[config.mk]
export PLATFORM = sky130hd
export DESIGN_NAME = uart_tx_frame
export DESIGN_NICKNAME = d
export VERILOG_FILES = /design/src/rtl/uart_tx_frame.sv
export SDC_FILE = /design/constraint.sdc
export NUM_CORES = 1
export LEC_CHECK = 0
export BUFFER_PORTS_ARGS = -buffer_cell sky130_fd_sc_hd__buf_2
export CORE_UTILIZATION = 35
export DETAILED_ROUTE_END_ITERATION = 7
export SKIP_LAST_GASP = 1
export SYNTH_ARGS = -nofsm -noshare
export SYNTH_HDL_FRONTEND = slang
export SYNTH_SLANG_ARGS = --single-unit
[constraint.sdc]
create_clock -name clk -period 6.4 [get_ports clk]
set_clock_uncertainty 0.2 [all_clocks]
set_input_delay 0.64 -clock clk [delete_from_list [all_inputs] [get_ports clk]]
set_output_delay 0.64 -clock clk [all_outputs]
set_load 0.01 [all_outputs]
[src/rtl/uart_tx_frame.sv]
// rtl/uart_tx_frame.sv - UART frame transmitter: start, 5/7/8 LSB-first data bits, stop (optional UART_TX_PARITY_EN even parity)
module uart_tx_frame #(
    parameter int PERIOD_WIDTH = 14
) (
    input  logic                    clk,
    input  logic                    n_rst,
    input  logic                    tx_start,
    input  logic [7:0]              tx_data,
    input  logic [3:0]              data_size,
    input  logic [PERIOD_WIDTH-1:0] bit_period,
    output logic                    serial_out,
    output logic                    tx_busy,
    output logic                    tx_done
);

    typedef enum logic [2:0] {
        IDLE,
        START,
        DATA,
`ifdef UART_TX_PARITY_EN
        PARITY,
`endif
        STOP
    } state_t;

    state_t                  state;
    logic [PERIOD_WIDTH-1:0] period_m1;
    logic [PERIOD_WIDTH-1:0] tick_cnt;
    logic [2:0]              bit_cnt;
    logic [2:0]              last_bit;
    logic [7:0]              shreg;
    logic [2:0]              size_m1;
    logic                    bit_end;
`ifdef UART_TX_PARITY_EN
    logic                    parity_q;
    logic [7:0]              data_mask;
`endif

    // Unsupported sizes fall back to 8 bits so a bad register value still yields a full byte.
    always_comb begin
        size_m1 = 3'd7;
        case (data_size)
            4'd5:    size_m1 = 3'd4;
            4'd7:    size_m1 = 3'd6;
            default: size_m1 = 3'd7;
        endcase
    end

`ifdef UART_TX_PARITY_EN
    always_comb begin
        data_mask = 8'hFF >> (3'd7 - size_m1);
    end
`endif

    assign bit_end = (tick_cnt == period_m1);

    always_ff @(posedge clk or negedge n_rst) begin
        if (!n_rst) begin
            state      <= IDLE;
            serial_out <= 1'b1;
            tx_busy    <= 1'b0;
            tx_done    <= 1'b0;
            period_m1  <= '0;
            tick_cnt   <= '0;
            bit_cnt    <= '0;
            last_bit   <= '0;
            shreg      <= '0;
`ifdef UART_TX_PARITY_EN
            parity_q   <= 1'b0;
`endif
        end else begin
            tx_done <= 1'b0;
            case (state)
                IDLE: begin
                    serial_out <= 1'b1;
                    tick_cnt   <= '0;
                    bit_cnt    <= '0;
                    if (tx_start) begin
                        state      <= START;
                        serial_out <= 1'b0;
                        tx_busy    <= 1'b1;
                        shreg      <= tx_data;
                        last_bit   <= size_m1;
                        // A zero period is stretched to one clock per bit.
                        period_m1  <= (bit_period == '0) ? '0 : bit_period - PERIOD_WIDTH'(1);
`ifdef UART_TX_PARITY_EN
                        parity_q   <= ^(tx_data & data_mask);
`endif
                    end
                end
                START: begin
                    if (bit_end) begin
                        tick_cnt   <= '0;
                        state      <= DATA;
                        serial_out <= shreg[0];
                        shreg      <= {1'b0, shreg[7:1]};
                    end else begin
                        tick_cnt <= tick_cnt + PERIOD_WIDTH'(1);
                    end
                end
                DATA: begin
                    if (bit_end) begin
                        tick_cnt <= '0;
                        if (bit_cnt == last_bit) begin
                            bit_cnt <= '0;
`ifdef UART_TX_PARITY_EN
                            state      <= PARITY;
                            serial_out <= parity_q;
`else
                            state      <= STOP;
                            serial_out <= 1'b1;
`endif
                        end else begin
                            bit_cnt    <= bit_cnt + 3'd1;
                            serial_out <= shreg[0];
                            shreg      <= {1'b0, shreg[7:1]};
                        end
                    end else begin
                        tick_cnt <= tick_cnt + PERIOD_WIDTH'(1);
                    end
                end
`ifdef UART_TX_PARITY_EN
                PARITY: begin
                    if (bit_end) begin
                        tick_cnt   <= '0;
                        state      <= STOP;
                        serial_out <= 1'b1;
                    end else begin
                        tick_cnt <= tick_cnt + PERIOD_WIDTH'(1);
                    end
                end
`endif
                STOP: begin
                    if (bit_end) begin
                        tick_cnt <= '0;
                        state    <= IDLE;
                        tx_busy  <= 1'b0;
                        tx_done  <= 1'b1;
                    end else begin
                        tick_cnt <= tick_cnt + PERIOD_WIDTH'(1);
                    end
                end
                default: begin
                    state      <= IDLE;
                    serial_out <= 1'b1;
                    tx_busy    <= 1'b0;
                end
            endcase
        end
    end

endmodule

Word-level counts from Yosys, hierarchy flattened

Index checks and enable logic that the tools add are counted.

$add $sub $neg: 3
Equality and inequality tests: 13
Muxes and demuxes: 28
Bitwise operators: 2
Reduce and logical (&&, ||, !) cells: 13

Operator list:

| cell                  | count |
|---|---|
| $mux 8                | 4 |
| $mux 14               | 2 |
| $pmux 14 s2           | 1 |
| $pmux 8 s3            | 1 |
| $mux 3                | 7 |
| $add 14x1->14 const B | 1 |
| $eq 14x14->1          | 1 |
| $logic_not 14->1      | 1 |
| $sub 14x1->14 const B | 1 |
| $ne 2x2->1 const B    | 6 |
| $pmux 3 s4            | 1 |
| $reduce_and 5->1      | 2 |
| $eq 4x3->1 const B    | 2 |
| $mux 1                | 8 |
| $eq 3x2->1 const B    | 2 |
| $pmux 3 s2            | 1 |
| $reduce_and 3->1      | 2 |
| $pmux 1 s4            | 1 |
| $pmux 2 s2            | 1 |
| $reduce_and 2->1      | 2 |
| $reduce_bool 2->1     | 2 |
| $add 3x1->3 const B   | 1 |
| $eq 3x1->1 const B    | 1 |
| $eq 3x3->1            | 1 |
| 6 further kinds       | 7 |

Bits in registers: 48
Input bits: 29
Logic and storage cells: 68

Depth between registers and ports, before layout

Gate-level depths: netlist of run 1.

Depth after elaboration: 4
Mapped depth: 8
Depth with buffers taken out: 7

Worst setup path before layout of run 1

OpenSTA, ideal clock, no wires.

Path kind: input to register
From: input port bit_period[0]
To: register period_m1[10]
Library setup time: 0.127 ns
Arrival: 2.046 ns
Path slack: 4.026 ns
Stages: 7
Buffers on the path: 1
Cell sequence: inv_1 ha_1 nor3b_1 nand3b_1 o311ai_2 clkbuf_2 o21ai_0

Longest elaborated chain between the ends: 2
Elaborated cells between the ends (all ways): 3
Classes of those cells: 1 x add/sub; 1 x mux; 1 x reduce/logical

RTL lines:

| element                                                  | RTL line | source |
|---|---|---|
| start: declaration                                       | 10       | `input logic [PERIOD_WIDTH-1:0] bit_period,` |
| $sub 14x1->14 / $logic_not 14->1 (equally long branches) | 85       | `period_m1 <= (bit_period == '0) ? '0 : bit_period - PERIOD_WIDTH'(1);` |
| $mux 14 (*)                                              | 85       |  |
| end signal: assignment                                   | 85       |  |
| end: declaration                                         | 27       | `logic [PERIOD_WIDTH-1:0] period_m1;` |

Mark *: on every way between the ends. The rest lies on a longest branch, timed or not.
A chain may end at the register's enable or synchronous reset.

Worst setup path in the final report of run 1

From: input port bit_period[0]
To: register period_m1[8]

Same word-level chain as after synthesis.

==> metrics.yaml, run 1 <==
final_cells: 379
crit_chain: "buf_2, inv_1, ha_1, nor3b_1, nand3b_1, o311ai_2, a21oi_1, a21o_1"
fmax_mhz: 372
ant_nets: 0
synth_seq_cells: 47
clock_path_buffers: 2
place_hpwl_um: 3550
start_util_pct: 37.1
clock-root-buffer: "clkbuf_8"
setup_viol: 0
synthToLayoutAreaGrowth_pct: 12.7
setup_slack_ps: 3710
rows: 30
netlist-cell-type-count: 44
synth_edf_count: 0
synth_top_cell_area_share_pct: 44.7
track_usage_pct: 13.8
synthCells: 252
rrSetupSlack_ps: 3860
status: "finished, final reports clean"
synth.avg_cell_area_um2: 10.2
maxCapViolations: 0
drive_above_1_share_pct: 21.9
syn_nets: 289
antenna_found_initial: 0
placed_cells: 371
grt_pass1_vias: 1735
place_ws_ps: 3380
register_area_um2: 1180
cts.reportedPaths.clkPinSlew_ps: 90
finalCriticalPeriod_ps: 2690
cp-start-kind: "input port"
cts_buffers: 5
ctsResizeCount: 0
die-height_um: 87.8
ctsHoldBuffers: 0
vias_per_cell: 4.78
crit_required_ps: 6390
htreeDepth: 2
layout_common_cells: "dfrtp_1 (46), buf_2 (31), xor2_1 (28)"
period_share_pct: 42.0
peakVddDrop_mv: 0.138
report.final.slew_viol_count: 0
drtPass1Iterations: 4
cp_slowest_cell: "o311ai_2"
p_leak_nw: 1.33
grt_max_degree: 48
fin_setup_tns_ps: 0
cp.arrival_ps: 2680
synthesis.area_um2: 2570
grt_first_pass_wirelength_um: 8210
synth_area_leader_cell: "dfrtp_1"
worstRegToRegCells: 5
dr.first_iter.drc_count: 96
die_area_um2: 7700
fillers: 676
io_pins: 32
multi_input_area_um2: 1330
cp_max_fo: 12
io_buffers: 31
grt_remaining_overflow: 0
synth-async-reset-ratio_pct: 100
worst_pin_slew_ps: 1020
holdWs_ps: 305
cts_tree: "built"
hold_path.class: "input port to async pin"
nets: 319
diodes: 0
crit_path_max_incr_delay_ps: 680
place_congestion: 0.729
core-area_um2: 6940
r2r-end: "shreg[2]"
path_buf_inv: 2
cts_setup_buffers: 0
cp-end-kind: "flip-flop"
yosys-top-cells-area: "dfrtp_1 (45%), xor2_1 (9.5%), mux2_2 (6.6%)"
ys_seq_area_share_pct: 45.7
rsz0062_at_grt: "no"
cp_top_family: "compound AO/OA/AOI/OAI gates"
wl_per_cell_um: 12.6
cellPowerDensity_nw_per_um2: 395
drc: 0
via_count: 1812
worstSkewPairLatency_ps: 300
ys.flop_type: "dfrtp_1"
crit_type: "input port to flip-flop"
slew_headroom_pct: 32.2
final_common_cell: "dfrtp_1"
hold_viol_final: 0
cts.sinks: 47
drt_wl_total_um: 4770
yosysWarningCount: 0
die_w_um: 87.8
r2r-start: "tick_cnt[5]"
## cell families after synthesis
kind of cell | count (synthesis) | synth area share (%)
xor+xnor | 37 | 12.6
compound gates | 33 | 8.61
mux | 18 | 7.92
flops | 47 | 45.7
simple gates | 93 | 18.6
buf+inv | 16 | 2.62
fa+ha+maj | 8 | 3.89
## routing by layer
metal,vias to the layer above,track usage [%],share of wire (%)
met5,-,0,0
met4,0,4.92,1.4
met3,6,2.26,2.1
met2,29,21.5,45
met1,857,19.5,52
li1,920,-,-
## flip-flops by register name (all words and copies together), names as in the netlist
register    count
period_m1      14
tick_cnt       14
shreg           8
bit_cnt         3
last_bit        3
state           2
serial_out      1
tx_busy         1
tx_done         1
## cell usage after synthesis (2+ instances only)
cell type and n:
a211o_1 2, a21oi_1 7, buf_2 2, clkbuf_1 4
dfrtp_1 46, ha_1 8, inv_1 8, mux2_2 15
mux2i_1 2, nand2_1 24, nand2b_1 3, nand3_1 11
nand3b_1 3, nor2_1 24, nor2b_1 6, nor3_1 4
nor4_1 4, nor4_2 2, o21ai_0 14, or3_1 2
or4_1 2, or4b_1 2, xnor2_1 9, xor2_1 28
## report_power, final
part           total, mW  internal (mW)  switching (mW)  leakage (nW)
logic              0.485          0.244           0.241         0.702
registers          0.479          0.401          0.0781         0.592
clock network      0.180         0.0761           0.104        0.0402
## per-stage QoR
step	util, %	power (mW)	instance area [um2]
2_1_floorplan	-	0.867	2570
3_3_place_gp	40.5	0.963	2810
3_5_place_dp	40.5	0.979	2810
4_1_cts	41.8	1.16	2900
5_1_grt	41.8	1.24	2900
6_report	41.8	1.14	2900
## cell type report
| class | count | share of cell area [%] |
|---|---|---|
| multi-input cells | 189 | 45.8 |
| flip-flops and latches | 47 | 40.6 |
| repair buffers | 31 | 5.35 |
| well taps | 96 | 4.14 |
| clock buffers | 5 | 2.37 |
| inverters | 8 | 1.04 |
| clock inverters | 3 | 0.690 |
## worst max path at each step
stage | depth (start not counted) | start | slack, ps | end
after floorplan | 7 | bit_period[0] | 4030 | period_m1[10]
after global placement | 8 | bit_period[0] | 3510 | period_m1[8]
after detailed placement | 8 | bit_period[0] | 3380 | period_m1[8]
after CTS | 8 | bit_period[0] | 3700 | period_m1[8]
after global routing | 7 | bit_period[0] | 3460 | period_m1[2]
final | 8 | bit_period[0] | 3710 | period_m1[8]
No activity file was read; power rests on OpenSTA's default activity.
==> inputs of run 2 (changes only) <==
==> constraint.sdc (replaced) <==
create_clock -name clk -period 2.4 [get_ports clk]
set_clock_uncertainty 0.2 [all_clocks]
set_input_delay 0.24 -clock clk [delete_from_list [all_inputs] [get_ports clk]]
set_output_delay 0.24 -clock clk [all_outputs]
set_load 0.01 [all_outputs]
==> metrics.yaml, run 2 (same netlist as run 1, synthesis figures left out) <==
crit_path_start: "bit_period[0]"
min_delay_path_depth: 3
crit_type: "input port to flip-flop"
p_leak_nw: 1.44
dpl-instance-area_um2: 2900
vias_per_cell: 4.82
grt_remaining_overflow: 0
drtPass1Iterations: 4
drt_wl_total_um: 5030
drc: 0
grt_pass1_vias: 1854
start_util_pct: 37.1
place_hpwl_um: 3870
fillers: 678
final_cells: 394
period_share_pct: 95.2
io_pins: 32
setup_viol: 0
die_area_um2: 7700
cp-end-kind: "flip-flop"
crit_chain: "dlygate4sd3_1, buf_2, inv_1, ha_1, nor3b_2, nand3b_1, o311ai_2, buf_4, a21oi_1, a21o_1"
layout_common_cells: "dfrtp_1 (46), buf_2 (31), xor2_1 (28)"
ant_nets: 0
antenna_found_initial: 0
crit_required_ps: 2390
cp-start-kind: "input port"
slew_headroom_pct: 61.0
grt_first_pass_wirelength_um: 8470
reg.largest.list: "period_m1 x14, tick_cnt x14, shreg x8"
via_count: 1899
clock-root-buffer: "clkbuf_8"
diodes: 0
rows: 30
io_buffers: 31
synthToLayoutAreaGrowth_pct: 19.9
hold_path.class: "input port to flip-flop"
worstSkewPairLatency_ps: 300
placed_cells: 383
nets: 334
cts.sinks: 47
htreeDepth: 2
cp.arrival_ps: 2270
cts_buffers: 5
hold_start: "data_size[1]"
cellPowerDensity_nw_per_um2: 1080
grt_max_degree: 25
maxCapViolations: 0
peakVddDrop_mv: 0.373
fmax_mhz: 438
cp_max_fo: 7
clock_path_buffers: 2
core-area_um2: 6940
worst_pin_slew_ps: 584
drive_above_1_share_pct: 25.5
worstRegToRegCells: 5
status: "finished, final reports clean"
place_congestion: 0.799
crit_path_max_incr_delay_ps: 530
wl_per_cell_um: 12.8
dr.first_iter.drc_count: 90
die-height_um: 87.8
cp_slowest_cell: "dlygate4sd3_1"
die_w_um: 87.8
r2r-start: "tick_cnt[3]"
cts_tree: "built"
cts.reportedPaths.clkPinSlew_ps: 80
postLayoutCellArea_um2: 3090
report.final.slew_viol_count: 0
final_common_cell: "dfrtp_1"
finalCriticalPeriod_ps: 2290
track_usage_pct: 14.4
hold_viol_final: 0
[run 2: cell types whose count changed in the layout (fill, tap and decap cells not counted)]
cell           before  now
buf_12              0    1
buf_4               0   12
bufinv_16           0    2
clkbuf_1            0    1
clkinv_2            1    0
clkinvlp_4          2    0
dlygate4sd3_1       0    2
nor3b_1             1    0
nor3b_2             0    1
nor4_1              4    3
nor4_2              2    3
[run 2: metrics by stage]
| stage | utilization [%] | total power [mW] | setup WS (ps) | hold WS, ps | TNS (ps) |
|---|---|---|---|---|---|
| 6_report | 44.4 | 3.32 | 115 | 38.5 | 0 |
| 5_1_grt | 44.4 | 3.58 | -0.421 | 68.2 | -0.421 |
| 4_1_cts | 44.0 | 3.34 | 14.4 | 40.6 | 0 |
| 3_5_place_dp | 41.8 | 2.65 | 155 | -102 | 0 |
| 3_3_place_gp | 41.8 | 2.63 | 196 | -98.9 | 0 |
| 2_1_floorplan | - | 2.31 | 241 | -256 | 0 |
[run 2: layout make-up]
type	count	area [um2]	share of cell area, %
well taps	96	120	3.89
repair buffers	46	285	9.25
inverters	8	30.0	0.973
clock inverters	2	60.1	1.95
flip-flops and latches	47	1180	38.2
multi-input cells	189	1340	43.4
clock buffers	6	72.6	2.35
[run 2: timing repair]
action,4_1_cts,5_1_grt
setup endpoints to repair,0,11
hold buffers,2,0
setup buffers,0,1
resized for setup,0,2
hold endpoints to repair,47,0
[run 2: metal layers]
metal	GRT usage, %	share of wire (%)	vias to the layer above
li1	-	-	953
met1	19.1	49	908
met2	23.6	46	32
met3	2.07	2.5	6
met4	5.96	1.9	0
met5	0	0	-
[run 2: report_power, final]
group	total (mW)	internal [mW]	switching, mW
combinational	1.37	0.707	0.662
sequential	1.27	1.07	0.200
clock	0.685	0.416	0.268
[run 2: worst max-delay path: cells and delay by family]
kind | cells | cell delay [ps]
adder cells (fa/ha/maj) | 1 | 170
AO/OA/AOI/OAI | 3 | 500
AND/OR/NAND/NOR | 2 | 420
buffers and inverters | 4 | 940
[run 2: worst paths after layout]
kind | end | slack [ps]
setup / recovery | period_m1[8] | 110
hold / removal | last_bit[1] | 40
setup reg to reg | shreg[0] | 160
hold reg to reg | last_bit[2] | 300
max in group asynchronous | serial_out | 1270
min in group asynchronous | period_m1[8] | 120
